### src/rtl/mem_dump_uart.sv
// Streams a range of the external 21-bit bus out over an 8N1 UART, followed by
// an 8-bit additive checksum. The host paces each frame with an active-low CTS.
module mem_dump_uart #(
  parameter int CLKS_PER_BIT = 104,
  parameter int READ_WAIT    = 2
) (
  input  logic        clk,
  input  logic        n_reset,
  input  logic        start,
  input  logic [20:0] base_adr,
  input  logic [20:0] length,
  output logic [20:0] adr,
  output logic        read,
  input  logic [7:0]  din,
  input  logic        n_cts,
  output logic        tx,
  output logic        busy,
  output logic        done
);

  localparam int CW = $clog2(CLKS_PER_BIT + 1);
  localparam int WW = $clog2(READ_WAIT + 1);

  typedef enum logic [2:0] {
    S_IDLE, S_READ, S_WAIT_CTS, S_START_BIT, S_DATA_BITS, S_STOP_BIT, S_DONE
  } state_t;

  state_t        r_state;
  logic [20:0]   r_adr;
  logic [20:0]   r_remaining;
  logic [7:0]    r_sum;
  logic [7:0]    r_shift;
  logic          r_is_sum;
  logic [2:0]    r_bit_cnt;
  logic [CW-1:0] r_clk_cnt;
  logic [WW-1:0] r_wait_cnt;
  logic          r_read;
  logic          r_tx;
  logic          r_busy;
  logic          r_done;
  logic [1:0]    r_cts_sync;

  logic          w_bit_end;
  logic [20:0]   w_remaining_dec;

  assign w_bit_end       = (r_clk_cnt == CW'(CLKS_PER_BIT - 1));
  assign w_remaining_dec = r_remaining - 21'd1;

  always_ff @(posedge clk or negedge n_reset) begin
    if (!n_reset) begin
      r_state     <= S_IDLE;
      r_adr       <= '0;
      r_remaining <= '0;
      r_sum       <= '0;
      r_shift     <= '0;
      r_is_sum    <= 1'b0;
      r_bit_cnt   <= '0;
      r_clk_cnt   <= '0;
      r_wait_cnt  <= '0;
      r_read      <= 1'b0;
      r_tx        <= 1'b1;
      r_busy      <= 1'b0;
      r_done      <= 1'b0;
      r_cts_sync  <= 2'b11;
    end else begin
      r_cts_sync <= {r_cts_sync[0], n_cts};
      r_done     <= 1'b0;
      case (r_state)
        S_IDLE: begin
          if (start) begin
            r_adr       <= base_adr;
            r_remaining <= length;
            r_sum       <= '0;
            r_shift     <= '0;
            r_is_sum    <= (length == 21'd0);
            r_wait_cnt  <= '0;
            r_read      <= (length != 21'd0);
            r_busy      <= 1'b1;
            r_state     <= (length != 21'd0) ? S_READ : S_WAIT_CTS;
          end
        end
        S_READ: begin
          if (r_wait_cnt == WW'(READ_WAIT - 1)) begin
            r_shift <= din;
            r_sum   <= r_sum + din;
            r_read  <= 1'b0;
            r_state <= S_WAIT_CTS;
          end else begin
            r_wait_cnt <= r_wait_cnt + 1'b1;
          end
        end
        S_WAIT_CTS: begin
          if (!r_cts_sync[1]) begin
            r_tx      <= 1'b0;
            r_clk_cnt <= '0;
            r_state   <= S_START_BIT;
          end
        end
        S_START_BIT: begin
          if (w_bit_end) begin
            r_clk_cnt <= '0;
            r_bit_cnt <= '0;
            r_tx      <= r_shift[0];
            r_shift   <= {1'b0, r_shift[7:1]};
            r_state   <= S_DATA_BITS;
          end else begin
            r_clk_cnt <= r_clk_cnt + 1'b1;
          end
        end
        S_DATA_BITS: begin
          if (w_bit_end) begin
            r_clk_cnt <= '0;
            if (r_bit_cnt == 3'd7) begin
              r_tx    <= 1'b1;
              r_state <= S_STOP_BIT;
            end else begin
              r_bit_cnt <= r_bit_cnt + 1'b1;
              r_tx      <= r_shift[0];
              r_shift   <= {1'b0, r_shift[7:1]};
            end
          end else begin
            r_clk_cnt <= r_clk_cnt + 1'b1;
          end
        end
        S_STOP_BIT: begin
          if (w_bit_end) begin
            r_clk_cnt <= '0;
            if (r_is_sum) begin
              r_done  <= 1'b1;
              r_busy  <= 1'b0;
              r_state <= S_DONE;
            end else begin
              // The address register wraps naturally at 21 bits.
              r_adr       <= r_adr + 21'd1;
              r_remaining <= w_remaining_dec;
              if (w_remaining_dec != 21'd0) begin
                r_read     <= 1'b1;
                r_wait_cnt <= '0;
                r_state    <= S_READ;
              end else begin
                r_shift  <= r_sum;
                r_is_sum <= 1'b1;
                r_state  <= S_WAIT_CTS;
              end
            end
          end else begin
            r_clk_cnt <= r_clk_cnt + 1'b1;
          end
        end
        S_DONE: begin
          r_state <= S_IDLE;
        end
        default: begin
          r_state <= S_IDLE;
        end
      endcase
    end
  end

  assign adr  = r_adr;
  assign read = r_read;
  assign tx   = r_tx;
  assign busy = r_busy;
  assign done = r_done;

endmodule

### config.mk
export PLATFORM = sky130hd
export DESIGN_NAME = mem_dump_uart
export DESIGN_NICKNAME = d
export VERILOG_FILES = /design/src/rtl/mem_dump_uart.sv
export SDC_FILE = /design/constraint.sdc
export NUM_CORES = 1
export LEC_CHECK = 0
export CAP_MARGIN = 10
export CORE_MARGIN = 10
export CORE_UTILIZATION = 35
export DETAILED_ROUTE_END_ITERATION = 6
export DONT_BUFFER_PORTS = 1
export MAX_ROUTING_LAYER = met4
export SLEW_MARGIN = 20
export SYNTH_ARGS = -nofsm -noshare
export SYNTH_HDL_FRONTEND = slang
export SYNTH_SLANG_ARGS = --single-unit
### constraint.sdc
create_clock -name clk -period 2.4 [get_ports clk]
set_input_delay 0.48 -clock clk [delete_from_list [all_inputs] [get_ports clk]]
set_output_delay 0.48 -clock clk [all_outputs]
set_load 0.01 [all_outputs]
==> run_results.csv <==
group,metric,value,unit
drt,dr.pass1.iters,5,
floorplan,start_util,36.11,%
clock_network,clkSinkCount,80,
floorplan,die_w,142.9,um
sta,hold_violations,0,
sta,rsz0062_at_grt,"true",
yosys,syn_avg_cell_area,8.542,um^2
sta,relSlewSlack,52.77,%
setup_path,rr_worst_depth,8,
yosys,synth_cells,619,
setup_path,path_max_fanout,8,
global_routing,antenna_found_initial,0,
clock_network,clock_path_buffers,2,
yosys,netlist_top_cells_count,"77 x dfrtp_1, 68 x a21oi_1, 61 x nand2_1",
cells_and_area,n_fill_cell,1427,
drt,drcViolationCount,0,
clock_network,clkTransAtPathRegs,0.07,ns
clock_network,cts_buffers,9,
drt,via_count,5042,
cells_and_area,multiInputGateArea,3266,um^2
floorplan,num_io_pins,79,
cells_and_area,fin_nets,742,
clock_network,root_buffer,"clkbuf_16",
power,leakage,2.663,nW
drt,drt_wl_total,15870,um
min_path,hold_path_class,"primary input to async pin",
yosys,synthSimpleGateAreaFrac,21.46,%
yosys,yosysTopAreaCellShare,36.44,%
clock_network,cts_tree,"done",
yosys,synthDistinctLibCells,78,
yosys,synth-edff-count,0,
yosys,synth_xor_area_share,1.325,%
cells_and_area,areaGrowthSynthToFinish,23.17,%
yosys,syn_nets,688,
yosys,yosysMostFrequentCell,"dfrtp_1",
yosys,synth_top_family_by_area,"compound AO/OA/AOI/OAI gates",
setup_path,reg2reg_slack,-0.05,ns
power,vdd_drop_max,0.0005345,V
sta,worst_slew_pin_slew,0.7059,ns
setup_path,cp-end-kind,"flop",
cells_and_area,drive_gt1_share,24.34,%
sta,max_clock_freq,408.8,MHz
yosys,synth_compound_area_share,26.79,%
yosys,synth-seq-area-share,37.93,%
floorplan,core.rowCount,44,
cells_and_area,antenna_cells,0,
setup_path,worstSetupPathType,"flop to flop",
yosys,synthAdderAreaFrac,3.691,%
sta,finalWorstSetupSlack,-0.04644,ns
place,gp_congestion,0.9040,
drt,drt-initial-drc-count,323,
cells_and_area,regArea,2006,um^2
setup_path,crit_required,2.63,ns
sta,period_share,101.9,%
global_routing,grt_pass1_vias,4858,
sta,slew_viol_final,0,
job,max-cap-violations,0,
floorplan,die_area,20420,um^2
floorplan,die_h,142.9,um
global_routing,groute.usage.overall,15.69,%
sta,setup_viol,9,
yosys,yosys.area.top_type,"dfrtp_1",
yosys,ys_top_cells_by_area,"dfrtp_1 36%, a21oi_1 6.4%, o21ai_0 5.5%",
setup_path,critPathArrivalTime,2.67,ns
global_routing,grt_max_degree,81,
drt,routedWlPerCell,18.41,um
place,dp_cells,835,
global_routing,grt_first_pass_wirelength,25320,um
floorplan,coreArea,14640,um^2
cells_and_area,design_area,6513,um^2
sta,fin_skew,0.01021,ns
place,placed_cell_area,5972,um^2
setup_path,regToRegEndpoint,"r_shift[1]",
sta,period_minus_slack,2.446,ns
clock_network,worstSkewPairLatency,0.35,ns
place,portBuffers,0,
yosys,ys_ff_latch,80,
drt,viasPerCell,5.849,
outcome,violations,"negative setup slack",
yosys,ys.warnings.count,0,
drt,antenna_left,0,
setup_path,start_kind,"flop",
cells_and_area,layout.cells.non_filler,862,
yosys,synth_async_sr_flop_share,100.0,%
setup_path,r2r_start,"r_remaining[0]",
place,post-place-ws,-0.1220,ns
outcome,outcome,"finished, violations left",
global_routing,grt_overflow,0,
yosys,synthMuxAreaShare,4.354,%
power,power_density,1300,nW/um^2
yosys,syn_area,5288,um^2
clock_network,cts_max_level,3,
place,dp_hpwl,11340,um
yosys,synth_ff_type,"dfrtp_1",
final cells by class:
| cell class | instances | area share [%] |
|---|---|---|
| repair buffers | 84 | 10.05 |
| clock buffers | 11 | 3.573 |
| multi-input cells | 480 | 50.14 |
| well taps | 184 | 3.535 |
| inverters | 18 | 1.037 |
| clock inverters | 5 | 0.8646 |
| flip-flops and latches | 80 | 30.80 |
flip-flops by register name (all words and copies together) (netlist names):
| signal | count |
|---|---|
| r_sum | 8 |
| r_state | 3 |
| busy | 1 |
| read | 1 |
| r_bit_cnt | 3 |
| r_wait_cnt | 2 |
| r_remaining | 21 |
| r_clk_cnt | 7 |
| done | 1 |
| r_shift | 8 |
| r_cts_sync | 2 |
| tx | 1 |
| r_is_sum | 1 |
| adr | 21 |
per-layer routing:
| metal | track usage, % | part of all wire, % |
|---|---|---|
| met1 | 19.57 | 44 |
| met2 | 24.47 | 49 |
| met3 | 2.919 | 5.5 |
| met4 | 6.569 | 2.3 |
| met5 | - | 0 |
where the power goes:
| group | switching (W) | total, W | internal, W |
|---|---|---|---|
| registers | 0.000689 | 0.00258 | 0.00189 |
| logic | 0.00246 | 0.00447 | 0.00201 |
| clock network | 0.000607 | 0.00142 | 0.000808 |
| total | 0.00376 | 0.00847 | 0.00471 |
worst max path at each step:
stage / startpoint / end / slack [ns] / depth (start not counted)
finish: r_remaining[0] / r_shift[1] / -0.05 / 8
detailed placement: r_remaining[0] / r_shift[3] / -0.12 / 8
global route: r_remaining[1] / r_state[1] / -0.14 / 10
global placement: r_remaining[0] / r_shift[0] / -0.12 / 8
floorplan: r_remaining[0] / r_shift[0] / -0.003 / 10
CTS: r_remaining[1] / r_shift[1] / -0.04 / 9
repair_timing:
action	in CTS	in global routing
buffers inserted	7	4
hold endpoints to repair	80	0
setup endpoints to repair	11	46
gates resized for setup	7	25
pin swaps	2	9
hold buffers	1	0
per-stage QoR:
stage	utilization [%]	setup TNS (ns)	hold WS [ns]	total power (W)
global placement	40.78	-1.071	0.1895	0.006646
CTS	43.51	-0.2375	0.05213	0.008300
detailed placement	40.78	-1.025	0.1892	0.006805
floorplan	-	-0.02695	0.1844	0.005359
global route	44.47	-1.412	0.06239	0.009127
finish	44.47	-0.2559	0.02392	0.008468
kinds of logic after synthesis:
family | Yosys count
muxes | 18
DFF | 80
and+or+nand+nor | 215
AOI/OAI and AO/OA | 224
adders and majority gates | 15
buffers and inverters | 59
xor gates and xnor gates | 8
cells in the final DEF (no fill, tap or decap), types with 7 or more instances in the layout:
cell,count
a21oi_1,67
a22o_1,11
a22oi_1,10
buf_4,82
clkbuf_16,9
dfrtp_1,77
ha_1,13
inv_1,16
mux2_2,8
mux2_4,8
nand2_1,60
nand3_1,17
nor2_1,47
nor3_1,7
nor4_1,8
o21ai_0,56
o22ai_1,20
critical path: stages (launching register included):
cell and delay (ns):
dfrtp_1 0.40, or2_2 0.33, xnor2_1 0.13, or3_1 0.34
a221oi_2 0.31, buf_4 0.17, o2111ai_2 0.13, nand2_4 0.18
mux2_4 0.32
No activity file was read; power rests on OpenSTA's default activity.
